`config.mk`:
```
export PLATFORM = sky130hd
export DESIGN_NAME = conv_result_reader
export DESIGN_NICKNAME = d
export VERILOG_FILES = /design/src/rtl/conv_result_reader.sv
export SDC_FILE = /design/constraint.sdc
export NUM_CORES = 1
export LEC_CHECK = 0
export ABC_AREA = 1
export BUFFER_PORTS_ARGS = -buffer_cell sky130_fd_sc_hd__buf_2
export CORE_MARGIN = 3
export CORE_UTILIZATION = 40
export CTS_BUF_LIST = sky130_fd_sc_hd__clkbuf_4 sky130_fd_sc_hd__clkbuf_8 sky130_fd_sc_hd__clkbuf_16
export CTS_CLUSTER_DIAMETER = 150
export DETAILED_ROUTE_END_ITERATION = 10
export PLACE_DENSITY = 0.67
export SLEW_MARGIN = 20
export SYNTH_ARGS = -nofsm -noshare
export SYNTH_HDL_FRONTEND = slang
export SYNTH_SLANG_ARGS = --single-unit
```
`constraint.sdc`:
```
create_clock -name clk -period 3.8 [get_ports clk]
set_clock_uncertainty 0.2 [all_clocks]
set_input_delay 0.38 -clock clk [delete_from_list [all_inputs] [get_ports clk]]
set_output_delay 0.38 -clock clk [all_outputs]
set_load 0.1 [all_outputs]
```
`src/rtl/conv_result_reader.sv`:
```
// ---------------------------------------------------------------------------
// conv_result_reader
//
// Purpose:
//   After the convolution core signals completion, reads the result vector
//   out of Z-memory (addresses 0..N-1) and streams it to a valid/ready sink.
//   N is derived from the core config register when done_i is seen in IDLE.
//
// Optional feature:
//   RD_OVERRUN_EN - when defined, adds the sticky 'overrun' output, set by a
//                   done_i that arrives while a read-out is still active.
//
// Ports:
//   clk, rst_n       clock, asynchronous active-low reset
//   data_ConfigReg   [0] shape (1 = same, 0 = full), [5:1] sizeX, [10:6] sizeY
//   done_i           completion pulse from the convolution core
//   memZ_addr/rd     Z-memory read address / read strobe
//   dataZ            Z-memory read data, valid the cycle after memZ_rd
//   out_data/valid   streamed sample and its valid flag
//   out_ready        sink ready
//   out_last         marks the sample read from address N-1
//   busy             high in READ, DRAIN and DONE
//   rd_done          one-cycle pulse in DONE
//   overrun          sticky overlap error (RD_OVERRUN_EN only)
//
// Handshake: a sample moves when out_valid && out_ready are both high at a
// rising clock edge. Once out_valid rises, out_data/out_last/out_valid hold
// until that transfer happens. Debug visibility of the FSM is via busy and
// rd_done, which are registered decodes of the state.
// ---------------------------------------------------------------------------
module conv_result_reader #(
    parameter int ADDR_WIDTH_MEMO = 6
) (
    input  logic                       clk,
    input  logic                       rst_n,
    input  logic [31:0]                data_ConfigReg,
    input  logic                       done_i,
    output logic [ADDR_WIDTH_MEMO-1:0] memZ_addr,
    output logic                       memZ_rd,
    input  logic [15:0]                dataZ,
    output logic [15:0]                out_data,
    output logic                       out_valid,
    input  logic                       out_ready,
    output logic                       out_last,
    output logic                       busy,
    output logic                       rd_done
`ifdef RD_OVERRUN_EN
    ,
    output logic                       overrun
`endif
);

    typedef enum logic [1:0] {
        S_IDLE  = 2'd0,
        S_READ  = 2'd1,
        S_DRAIN = 2'd2,
        S_DONE  = 2'd3
    } state_t;

    state_t                     r_state;
    logic [5:0]                 r_len;        // latched N
    logic [5:0]                 r_issue;      // next address to read
    logic [ADDR_WIDTH_MEMO-1:0] r_addr_hold;  // last issued address
    logic                       r_rd_q;       // dataZ carries a sample this cycle
    logic                       r_last_q;     // ... and it is from address N-1
    logic [1:0]                 r_cnt;        // buffered samples (0..2)
    logic [15:0]                r_b0_data;    // head entry (drives out_data)
    logic                       r_b0_last;
    logic [15:0]                r_b1_data;
    logic                       r_b1_last;
    logic                       r_busy;
    logic                       r_rd_done;

    logic                       w_shape;
    logic [4:0]                 w_size_x;
    logic [4:0]                 w_size_y;
    logic [5:0]                 w_len;
    logic                       w_xfer;
    logic                       w_is_last_rd;
    logic [2:0]                 w_credit;
    logic                       w_unused_cfg;

    assign w_shape      = data_ConfigReg[0];
    assign w_size_x     = data_ConfigReg[5:1];
    assign w_size_y     = data_ConfigReg[10:6];
    assign w_unused_cfg = ^data_ConfigReg[31:11];

    // Result length; full-shape maximum is 31 + 31 - 1 = 61, fits 6 bits.
    always_comb begin
        w_len = 6'd0;
        if (w_size_x == 5'd0 || w_size_y == 5'd0) begin
            w_len = 6'd0;
        end else if (w_shape) begin
            w_len = {1'b0, w_size_x};
        end else begin
            w_len = {1'b0, w_size_x} + {1'b0, w_size_y} - 6'd1;
        end
    end

    assign out_valid = (r_cnt != 2'd0);
    assign out_data  = r_b0_data;
    assign out_last  = r_b0_last && out_valid;
    assign w_xfer    = out_valid && out_ready;

    // Occupancy after this edge: current entries, plus the sample arriving
    // on dataZ, minus the one leaving. A new read is only allowed while that
    // stays below the buffer depth, and never with both entries already full,
    // so a stalled sink can never cause a returned sample to be dropped.
    assign w_credit     = {1'b0, r_cnt} + {2'b00, r_rd_q} - {2'b00, w_xfer};
    assign w_is_last_rd = (r_issue == r_len - 6'd1);
    assign memZ_rd      = (r_state == S_READ) && (r_cnt != 2'd2) &&
                          (w_credit < 3'd2);
    assign memZ_addr    = memZ_rd ? ADDR_WIDTH_MEMO'(r_issue) : r_addr_hold;

    assign busy    = r_busy;
    assign rd_done = r_rd_done;

    // Control FSM.
`ifdef RD_OVERRUN_EN
    logic r_overrun;
    assign overrun = r_overrun;
`endif

    always_ff @(posedge clk or negedge rst_n) begin
        if (!rst_n) begin
            r_state     <= S_IDLE;
            r_len       <= 6'd0;
            r_issue     <= 6'd0;
            r_addr_hold <= '0;
            r_rd_q      <= 1'b0;
            r_last_q    <= 1'b0;
            r_busy      <= 1'b0;
            r_rd_done   <= 1'b0;
`ifdef RD_OVERRUN_EN
            r_overrun   <= 1'b0;
`endif
        end else begin
            r_rd_done <= 1'b0;
            r_rd_q    <= memZ_rd;
            r_last_q  <= memZ_rd && w_is_last_rd;
            if (memZ_rd) begin
                r_issue     <= r_issue + 6'd1;
                r_addr_hold <= memZ_addr;
            end
`ifdef RD_OVERRUN_EN
            if (done_i && r_state != S_IDLE) begin
                r_overrun <= 1'b1;
            end
`endif
            case (r_state)
                S_IDLE: begin
                    if (done_i) begin
                        r_len   <= w_len;
                        r_issue <= 6'd0;
                        r_busy  <= 1'b1;
                        if (w_len == 6'd0) begin
                            r_state   <= S_DONE;
                            r_rd_done <= 1'b1;
                        end else begin
                            r_state <= S_READ;
                        end
                    end
                end
                S_READ: begin
                    if (memZ_rd && w_is_last_rd) begin
                        r_state <= S_DRAIN;
                    end
                end
                S_DRAIN: begin
                    if (w_xfer && out_last) begin
                        r_state   <= S_DONE;
                        r_rd_done <= 1'b1;
                    end
                end
                S_DONE: begin
                    r_state <= S_IDLE;
                    r_busy  <= 1'b0;
                end
                default: begin
                    r_state <= S_IDLE;
                end
            endcase
        end
    end

    // Two-entry output buffer, head in b0. Reset clears the in-flight flag
    // (r_rd_q above), so data from a read issued before reset is ignored.
    always_ff @(posedge clk or negedge rst_n) begin
        if (!rst_n) begin
            r_cnt     <= 2'd0;
            r_b0_data <= 16'd0;
            r_b0_last <= 1'b0;
            r_b1_data <= 16'd0;
            r_b1_last <= 1'b0;
        end else begin
            case ({r_rd_q, w_xfer})
                2'b10: begin
                    if (r_cnt == 2'd0) begin
                        r_b0_data <= dataZ;
                        r_b0_last <= r_last_q;
                    end else begin
                        r_b1_data <= dataZ;
                        r_b1_last <= r_last_q;
                    end
                    r_cnt <= r_cnt + 2'd1;
                end
                2'b01: begin
                    r_b0_data <= r_b1_data;
                    r_b0_last <= r_b1_last;
                    r_cnt     <= r_cnt - 2'd1;
                end
                2'b11: begin
                    if (r_cnt == 2'd1) begin
                        r_b0_data <= dataZ;
                        r_b0_last <= r_last_q;
                    end else begin
                        r_b0_data <= r_b1_data;
                        r_b0_last <= r_b1_last;
                        r_b1_data <= dataZ;
                        r_b1_last <= r_last_q;
                    end
                end
                default: begin
                end
            endcase
        end
    end

endmodule

```
==> impl_metrics.yaml, run 1 <==
run_status:
  outcome: "completed"
setup_path:
  r2r_start: "r_cnt[1]"
  cp_slowest_stage_delay_ns: 0.48
  arrival_ns: 3.09
  critPathMaxFanout: 5
  crit_required_ns: 3.22
  cp-end-kind: "primary output"
  start_kind: "register"
  crit_start: "r_cnt[1]"
  path_class: "reg2out"
  path_cells: "inv_4 -> ha_4 -> clkinvlp_4 -> nand2_4 -> inv_4 -> ha_4 -> or2_4 -> fa_1 -> inv_1 -> nor2_2 -> nand2_2 -> nor2_8 -> buf_12 -> inv_6 -> o21ai_4 -> buf_12"
  slowest_stage: "fa_1"
drt:
  ant_nets: 0
  drt-pass1-iter-count: 4
  first_iter_violations: 71
  routed-via-count: 2949
  via_per_inst: 4.84
  drt-wirelength-per-cell_um: 12.1
  drcViolationCount: 0
  routed_wl_um: 7370
cells_and_area:
  multi_input_area_um2: 1700
  nets: 575
  regArea_um2: 1500
  diodes: 0
  drive_gt1_frac: 0.276
  fill_cells: 772
  syn2layout_area_growth_pct: 26.9
  fin_util: 0.533
hold_path:
  hold_path_class: "in2reg"
  worstHoldStart: "dataZ[13]"
yosys:
  ys_top_cells_by_area: "dfrtp_1 (43%), inv_1 (9.9%), nand2_1 (9.1%), ha_1 (7.9%), o21ai_0 (6.9%)"
  synth_edf_count: 0
  async_reset_ff_frac: 1.00
  ys_ff_latch: 60
  synth_area_um2: 3500
  synth_cell_types: 33
  syn_area_per_cell_um2: 8.30
  post-synth-top-count-cell: "inv_1"
  synthFlopType: "dfrtp_1"
  netlist.area_leader.share: 0.429
  ys_warn_count: 0
  synthTopCellsByCount: "inv_1 (92), nand2_1 (85), dfrtp_1 (60)"
  syn-num-nets: 498
  ys_seq_area_frac: 0.429
  synth_top_cell_by_area: "dfrtp_1"
  synthCells: 422
timing:
  slew_headroom: 0.357
  min_period_ns: 3.67
  finalHoldViolations: 0
  period_share: 0.965
  max_freq_ghz: 0.273
  tightest_slew_ns: 0.964
  final_max_slew_viol_count: 0
  rsz0062_at_grt: "no"
  setup-violations-final: 0
clock_tree:
  cts_buffers: 9
  cts.sinks: 60
  htree_levels: 3
  clk_pin_slew_ns: 0.07
  cts_tree: "yes"
  clkLatencyLatePin_ns: 0.34
  clockRootBuffer: "clkbuf_8"
  clockBufferDepth: 2
floorplanning:
  initial_core_util: 0.420
  die_h_um: 99.6
  die_x_um: 99.6
  coreArea_um2: 8340
  pin_count: 79
  rows: 33
  die-area_um2: 9910
grt:
  antenna_found_initial: 0
  grt_max_degree: 40
  grt-ovfl-total: 0
  grt_pass1_vias: 2848
  grt_pass1_wl_um: 12500
  grt_usage: 0.155
place:
  place.gp.congestion: 0.802
  port-buffer-count: 57
  hpwl_um: 5340
power:
  ir_worst_vdd_mv: 0.561
  power.density_nw_per_um2: 956
  p_leak_nw: 2.35
  finalPower_mw: 4.25
job:
  cap_violations: 0
==> registers in the layout, indices dropped and copies added (netlist names) <==
name,cells
r_b1_last,1
out_data,16
r_state,2
r_addr_hold,6
r_b1_data,16
r_rd_q,1
r_issue,6
r_len,6
rd_done,1
r_cnt,2
r_b0_last,1
r_last_q,1
busy,1
==> critical path: cells and delay by family (launching register included) <==
family | cells | cell delay, ns
adder cells (fa/ha/maj) | 3 | 0.82
AND/OR/NAND/NOR | 5 | 0.70
buffers and inverters | 7 | 0.65
flip-flops | 1 | 0.44
AO/OA/AOI/OAI | 1 | 0.14
==> final cells by class <==
| class | count | share of cell area |
|---|---|---|
| timing repair inverter | 2 | 0.00394 |
| tap | 105 | 0.0296 |
| inverter | 95 | 0.0856 |
| timing repair buffer | 72 | 0.114 |
| multi-input combinational | 259 | 0.384 |
| clock inverter | 7 | 0.0169 |
| clock buffer | 9 | 0.0279 |
| sequential | 60 | 0.338 |
==> power breakdown <==
group	internal (mW)	leakage [nW]	switching (mW)	total, mW
registers	0.899	0.766	0.161	1.06
logic	0.780	1.48	1.83	2.61
clock network	0.307	0.104	0.268	0.575
==> path summary, 6_finish.rpt <==
check	to	slack, ns	cells after the start
setup / recovery	memZ_addr[0]	0.13	16
hold / removal	r_b1_data[13]	0.11	3
setup reg to reg	r_state[1]	0.54	20
hold reg to reg	r_b1_data[0]	0.29	2
max in group asynchronous	r_cnt[1]	2.07	3
min in group asynchronous	r_b1_data[4]	0.48	2
==> metal layers <==
metal | GRT usage | share of wire | up-vias
met4 | 0.0378 | 0.012 | 0
li1 | - | - | 1491
met1 | 0.191 | 0.45 | 1384
met5 | 0 | 0 | -
met2 | 0.268 | 0.48 | 62
met3 | 0.0421 | 0.053 | 12
==> cells by family after synthesis <==
family          synth area share
xor+xnor                  0.0125
flops                      0.429
simple gates               0.176
mux                       0.0515
buf+inv                    0.116
compound gates             0.125
fa+ha+maj                 0.0901
==> repair_timing <==
item	CTS	global route
resized for setup	1	8
pin swaps	2	7
endpoints found under the setup margin	7	6
gates cloned	0	2
setup buffers	3	9
hold endpoints to repair	38	0
hold buffers	1	0
==> per-stage QoR <==
step	setup WS, ns	TNS (ns)	instances	hold slack [ns]	area (um2)
2_1_floorplan	-0.662	-3.93	422	-0.116	3630
3_3_place_gp	0.280	0	578	0.266	4090
3_5_place_dp	0.213	0	578	0.274	4090
4_1_cts	0.0427	0	598	0.102	4320
5_1_grt	0.0131	0	609	0.114	4440
6_report	0.134	0	609	0.111	4440
==> layout by cell type (no fill, tap or decap), drive strengths merged <==
cell	count
o31ai	1
clkinv	5
bufinv	1
inv	97
nor2	20
a21oi	8
nand4	2
xor2	1
dfrtp	60
o22ai	17
nand2	89
nor3	2
fa	2
o21ai	53
clkinvlp	1
mux2	16
nand3	20
xnor2	4
buf	71
clkbuf	9
ha	22
a211oi	1
or2	1
dlygate4sd3	1
No activity file was read; power rests on OpenSTA's default activity.
==> run 2: changes to the inputs <==
Settings changed: ABC_CLOCK_PERIOD_IN_PS set to 3800, CORE_ASPECT_RATIO set to 0.8.
==> impl_metrics.yaml, run 2 (synthesis results as in run 1) <==
floorplanning:
  pin_count: 79
  initial_core_util: 0.427
  rows: 29
  coreArea_um2: 8200
  die_h_um: 89.7
  die_x_um: 111
  die-area_um2: 9920
timing:
  fin_setup_tns_ns: 0
  min_period_ns: 3.73
  max_freq_ghz: 0.268
  finalHoldViolations: 0
  period_share: 0.981
  rsz0062_at_grt: "yes"
  setup_slack_ns: 0.0729
  tightest_slew_ns: 0.964
  slew_headroom: 0.357
  final_max_slew_viol_count: 0
  setup-violations-final: 0
  holdWs_ns: 0.106
place:
  place.gp.congestion: 0.835
  pre_cts_slack_ns: 0.257
  placed_area_um2: 4100
  hpwl_um: 5480
  port-buffer-count: 57
drt:
  routed_wl_um: 7560
  drt-pass1-iter-count: 4
  drcViolationCount: 0
  via_per_inst: 4.72
  routed-via-count: 2917
  ant_nets: 0
  first_iter_violations: 92
  drt-wirelength-per-cell_um: 12.2
grt:
  use_met2: 0.261
  grt-ovfl-total: 0
  grt_pass1_vias: 2809
  grt_max_degree: 37
  antenna_found_initial: 0
  met3_usage: 0.0348
  top_usage_layer: "met2"
  grt_use_met1: 0.203
  grt_pass1_wl_um: 12800
  grt_usage: 0.157
clock_tree:
  clockBufferDepth: 2
  cts.sinks: 60
  clkLatencyLatePin_ns: 0.34
  clk_pin_slew_ns: 0.08
  cts_tree: "yes"
  cts_buffers: 9
  htree_levels: 3
  clockRootBuffer: "clkbuf_8"
setup_path:
  slowest_stage: "fa_1"
  critical_path_buf_inv_count: 7
  path_common_cell: "ha_4"
  cp-end-kind: "primary output"
  cp_slowest_stage_delay_ns: 0.48
  path_class: "reg2out"
  crit_family: "adder cells"
  critPathMaxFanout: 9
  start_kind: "register"
  arrival_ns: 3.15
  crit_required_ns: 3.22
  path_cells: "inv_2 -> ha_4 -> clkinvlp_4 -> nand2_4 -> inv_4 -> ha_4 -> or2_4 -> fa_1 -> inv_1 -> nor2_1 -> nand2_2 -> nor2_8 -> buf_6 -> inv_6 -> o21ai_4 -> buf_12"
cells_and_area:
  drive_gt1_frac: 0.280
  syn2layout_area_growth_pct: 29.0
  nets: 581
  final_common_cell: "inv_1"
  layout_common_cells: "inv_1 (89), nand2_1 (82), dfrtp_1 (59)"
  stdcell_area_um2: 4520
  fill_cells: 748
  diodes: 0
hold_path:
  hold_path_class: "in2reg"
run_status:
  outcome: "completed"
job:
  cap_violations: 0
power:
  ir_worst_vdd_mv: 0.522
  finalPower_mw: 4.35
  p_leak_nw: 2.37
  power.density_nw_per_um2: 963
-- run 2: changes by cell type in the layout (fill, tap and decap cells not counted) --
| cell | change |
|---|---|
| clkinvlp_4 | +3 |
| nand2_2 | -1 |
| clkinv_4 | -1 |
| clkinv_2 | -2 |
| inv_8 | +1 |
| nor2_2 | -1 |
| bufinv_16 | +1 |
| buf_2 | -1 |
| nand2_1 | +1 |
| buf_4 | +6 |
| clkbuf_4 | +1 |
| nor2_1 | +1 |
| inv_6 | -2 |
-- run 2: worst paths after layout --
path                                       to     startpoint  cells after the start  slack, ns
worst max-delay path             memZ_addr[5]       r_cnt[0]                     16       0.07
max in group asynchronous         out_data[6]          rst_n                      3       2.23
min in group asynchronous       r_b1_data[11]          rst_n                      2       0.47
worst min-delay path            r_b1_data[12]      dataZ[12]                      3       0.11
worst max register to register     r_issue[4]       r_cnt[0]                     20       0.42
worst min register to register  r_b1_data[15]  r_b1_data[15]                      2       0.29
-- run 2: layout make-up --
cell class,count,area [um2],share of cell area
clock buffers,9,124,0.0274
clock inverters,7,100,0.0222
inverters,95,380,0.0842
multi-input cells,259,1700,0.376
flip-flops and latches,60,1500,0.333
well taps,108,135,0.0299
repair buffers,78,554,0.123
repair inverters,2,20.0,0.00443
-- run 2: timing repair --
item	in CTS	in global routing
resized for setup	1	8
pin swaps	2	8
hold endpoints to repair	34	0
hold buffers	1	0
buffers inserted	3	14
cloned	0	2
setup endpoints to repair	7	7
-- run 2: per-stage QoR --
step                      std cells   util
after CTS                       602  0.531
after global routing            618  0.551
after floorplan                 422      -
after detailed placement        582  0.500
final                           618  0.551
after global placement          582  0.500
-- run 2: metal layers --
metal,up-vias,share of wire
met4,0,0.014
met5,-,0
met1,1350,0.46
met2,49,0.49
li1,1509,-
met3,9,0.036
-- run 2: worst min-delay path, stage by stage --
cell	delay, ns
buf_2	0.09
inv_1	0.06
o21ai_0	0.08
-- run 2: report_power, final --
part / internal [mW] / leakage [nW] / switching, mW / total (mW)
Clock: 0.372 / 0.102 / 0.278 / 0.650
Sequential: 0.898 / 0.766 / 0.156 / 1.05
Combinational: 0.810 / 1.51 / 1.83 / 2.64
Total: 2.08 / 2.37 / 2.27 / 4.35
==> run 3: changes to the inputs <==
Settings changed: ABC_CLOCK_PERIOD_IN_PS 3800 to 3600, RECOVER_POWER set to 100.
Clock period 3.8 ns to 3.6 ns, I/O delays scaled along.
==> impl_metrics.yaml, run 3 (synthesis results as in run 1) <==
run_status:
  outcome: "finished with violations"
  violations: "capacitance limit, slew limit"
hold_path:
  worstHoldEndpoint: "r_b1_data[2]"
  worstHoldStart: "dataZ[2]"
  hold_path_class: "in2reg"
  hold_depth: 3
setup_path:
  arrival_ns: 2.96
  critPathMaxFanout: 19
  cp-end-kind: "primary output"
  crit_start: "r_cnt[1]"
  start_kind: "register"
  r2r_cells: 21
  crit_required_ns: 3.04
  rr_endpoint: "r_state[0]"
  crit_family: "adder cells"
  slowest_stage: "fa_1"
  cp_slowest_stage_delay_ns: 0.50
  path_class: "reg2out"
  critical_path_buf_inv_count: 7
  r2r_start: "r_cnt[1]"
  path_cells: "inv_2 -> ha_4 -> clkinvlp_4 -> nand2_4 -> inv_4 -> ha_4 -> or2_4 -> fa_1 -> inv_1 -> nor2_1 -> nand2_2 -> nor2_8 -> inv_8 -> nor2_8 -> inv_4 -> nand2_4 -> buf_12"
  reg2reg_slack_ns: 0.27
cells_and_area:
  fin_util: 0.529
  final_cells: 607
  drive_gt1_frac: 0.206
  diodes: 0
  final_common_cell: "inv_1"
  layout_common_cells: "inv_1 (89), nand2_1 (84), dfrtp_1 (60)"
  nets: 570
  syn2layout_area_growth_pct: 23.8
power:
  p_leak_nw: 2.23
  finalPower_mw: 4.34
  power.density_nw_per_um2: 1000
  ir_worst_vdd_mv: 0.491
place:
  place.gp.congestion: 0.839
  port-buffer-count: 57
  numPlacedInstances: 583
  hpwl_um: 5340
  pre_cts_slack_ns: 0.186
timing:
  final_max_slew_viol_count: 45
  finalHoldViolations: 0
  tightest_slew_ns: 2.34
  min_period_ns: 3.52
  setup_slack_ns: 0.0825
  fin_setup_tns_ns: 0
  setup-violations-final: 0
  period_share: 0.977
  max_freq_ghz: 0.284
  rsz0062_at_grt: "yes"
  slew_headroom: -0.563
drt:
  routed_wl_um: 7000
  drt-pass1-iter-count: 4
  first_iter_violations: 99
  via_per_inst: 4.68
  ant_nets: 0
  drcViolationCount: 0
  drt-wirelength-per-cell_um: 11.5
  routed-via-count: 2838
grt:
  grt_pass1_vias: 2655
  grt-ovfl-total: 0
  antenna_found_initial: 0
  grt_usage: 0.149
  grt_pass1_wl_um: 12100
  grt_max_degree: 45
floorplanning:
  initial_core_util: 0.427
  pin_count: 79
  die_h_um: 89.7
  die_x_um: 111
  coreArea_um2: 8200
  rows: 29
  die-area_um2: 9920
clock_tree:
  cts_tree: "yes"
  clockRootBuffer: "clkbuf_8"
  htree_levels: 3
  clockBufferDepth: 2
  cts.sinks: 60
  cts_buffers: 9
  clkLatencyLatePin_ns: 0.33
  clk_pin_slew_ns: 0.07
job:
  cap_violations: 1
run 3: changes by cell type in the layout (fill, tap and decap cells not counted), sizes merged:
cell,before,now
buf,76,44
clkbuf,10,34
inv,96,94
bufinv,2,1
clkinv,2,1
clkinvlp,4,5
run 3: worst max path at each step:
stage                   endpoint  cells past startpoint
floorplan           memZ_addr[0]                     15
global placement    memZ_addr[2]                     17
detailed placement  memZ_addr[2]                     17
CTS                 memZ_addr[2]                     17
global route        memZ_addr[2]                     17
finish              memZ_addr[2]                     17
run 3: area by class of cell:
type	instances	area (um2)
fillers	793	3860
multi-input cells	259	1680
flip-flops and latches	60	1500
repair buffers	69	449
inverters	95	373
well taps	108	135
clock buffers	10	131
clock inverters	6	65.1
run 3: what timing repair did:
item	4_1_cts	5_1_grt
pin swaps	1	2
endpoints found under the setup margin	7	6
hold endpoints to repair	0	43
setup buffers	5	2
hold buffers	0	1
gates resized for setup	1	0
run 3: power by group:
group	switching [mW]	internal, mW
combinational	1.88	0.759
sequential	0.160	0.948
clock	0.263	0.326
run 3: through the flow:
step / hold WS [ns] / area [um2]
floorplan: -0.136 / 3630
global placement: 0.266 / 4120
detailed placement: 0.274 / 4120
CTS: 0.0197 / 4360
global route: 0.0951 / 4340
finish: 0.105 / 4340
run 3: tightest hold or removal path, cell delays in order:
cell	delay (ns)
buf_2	0.09
inv_1	0.05
o21ai_0	0.08
run 3: routing by layer:
| metal | wire length (um) | track usage | up-vias |
|---|---|---|---|
| met5 | 0 | 0 | - |
| li1 | - | - | 1481 |
| met4 | 91 | 0.0470 | 0 |
| met3 | 261 | 0.0355 | 9 |
| met2 | 3100 | 0.233 | 54 |
| met1 | 3540 | 0.206 | 1294 |
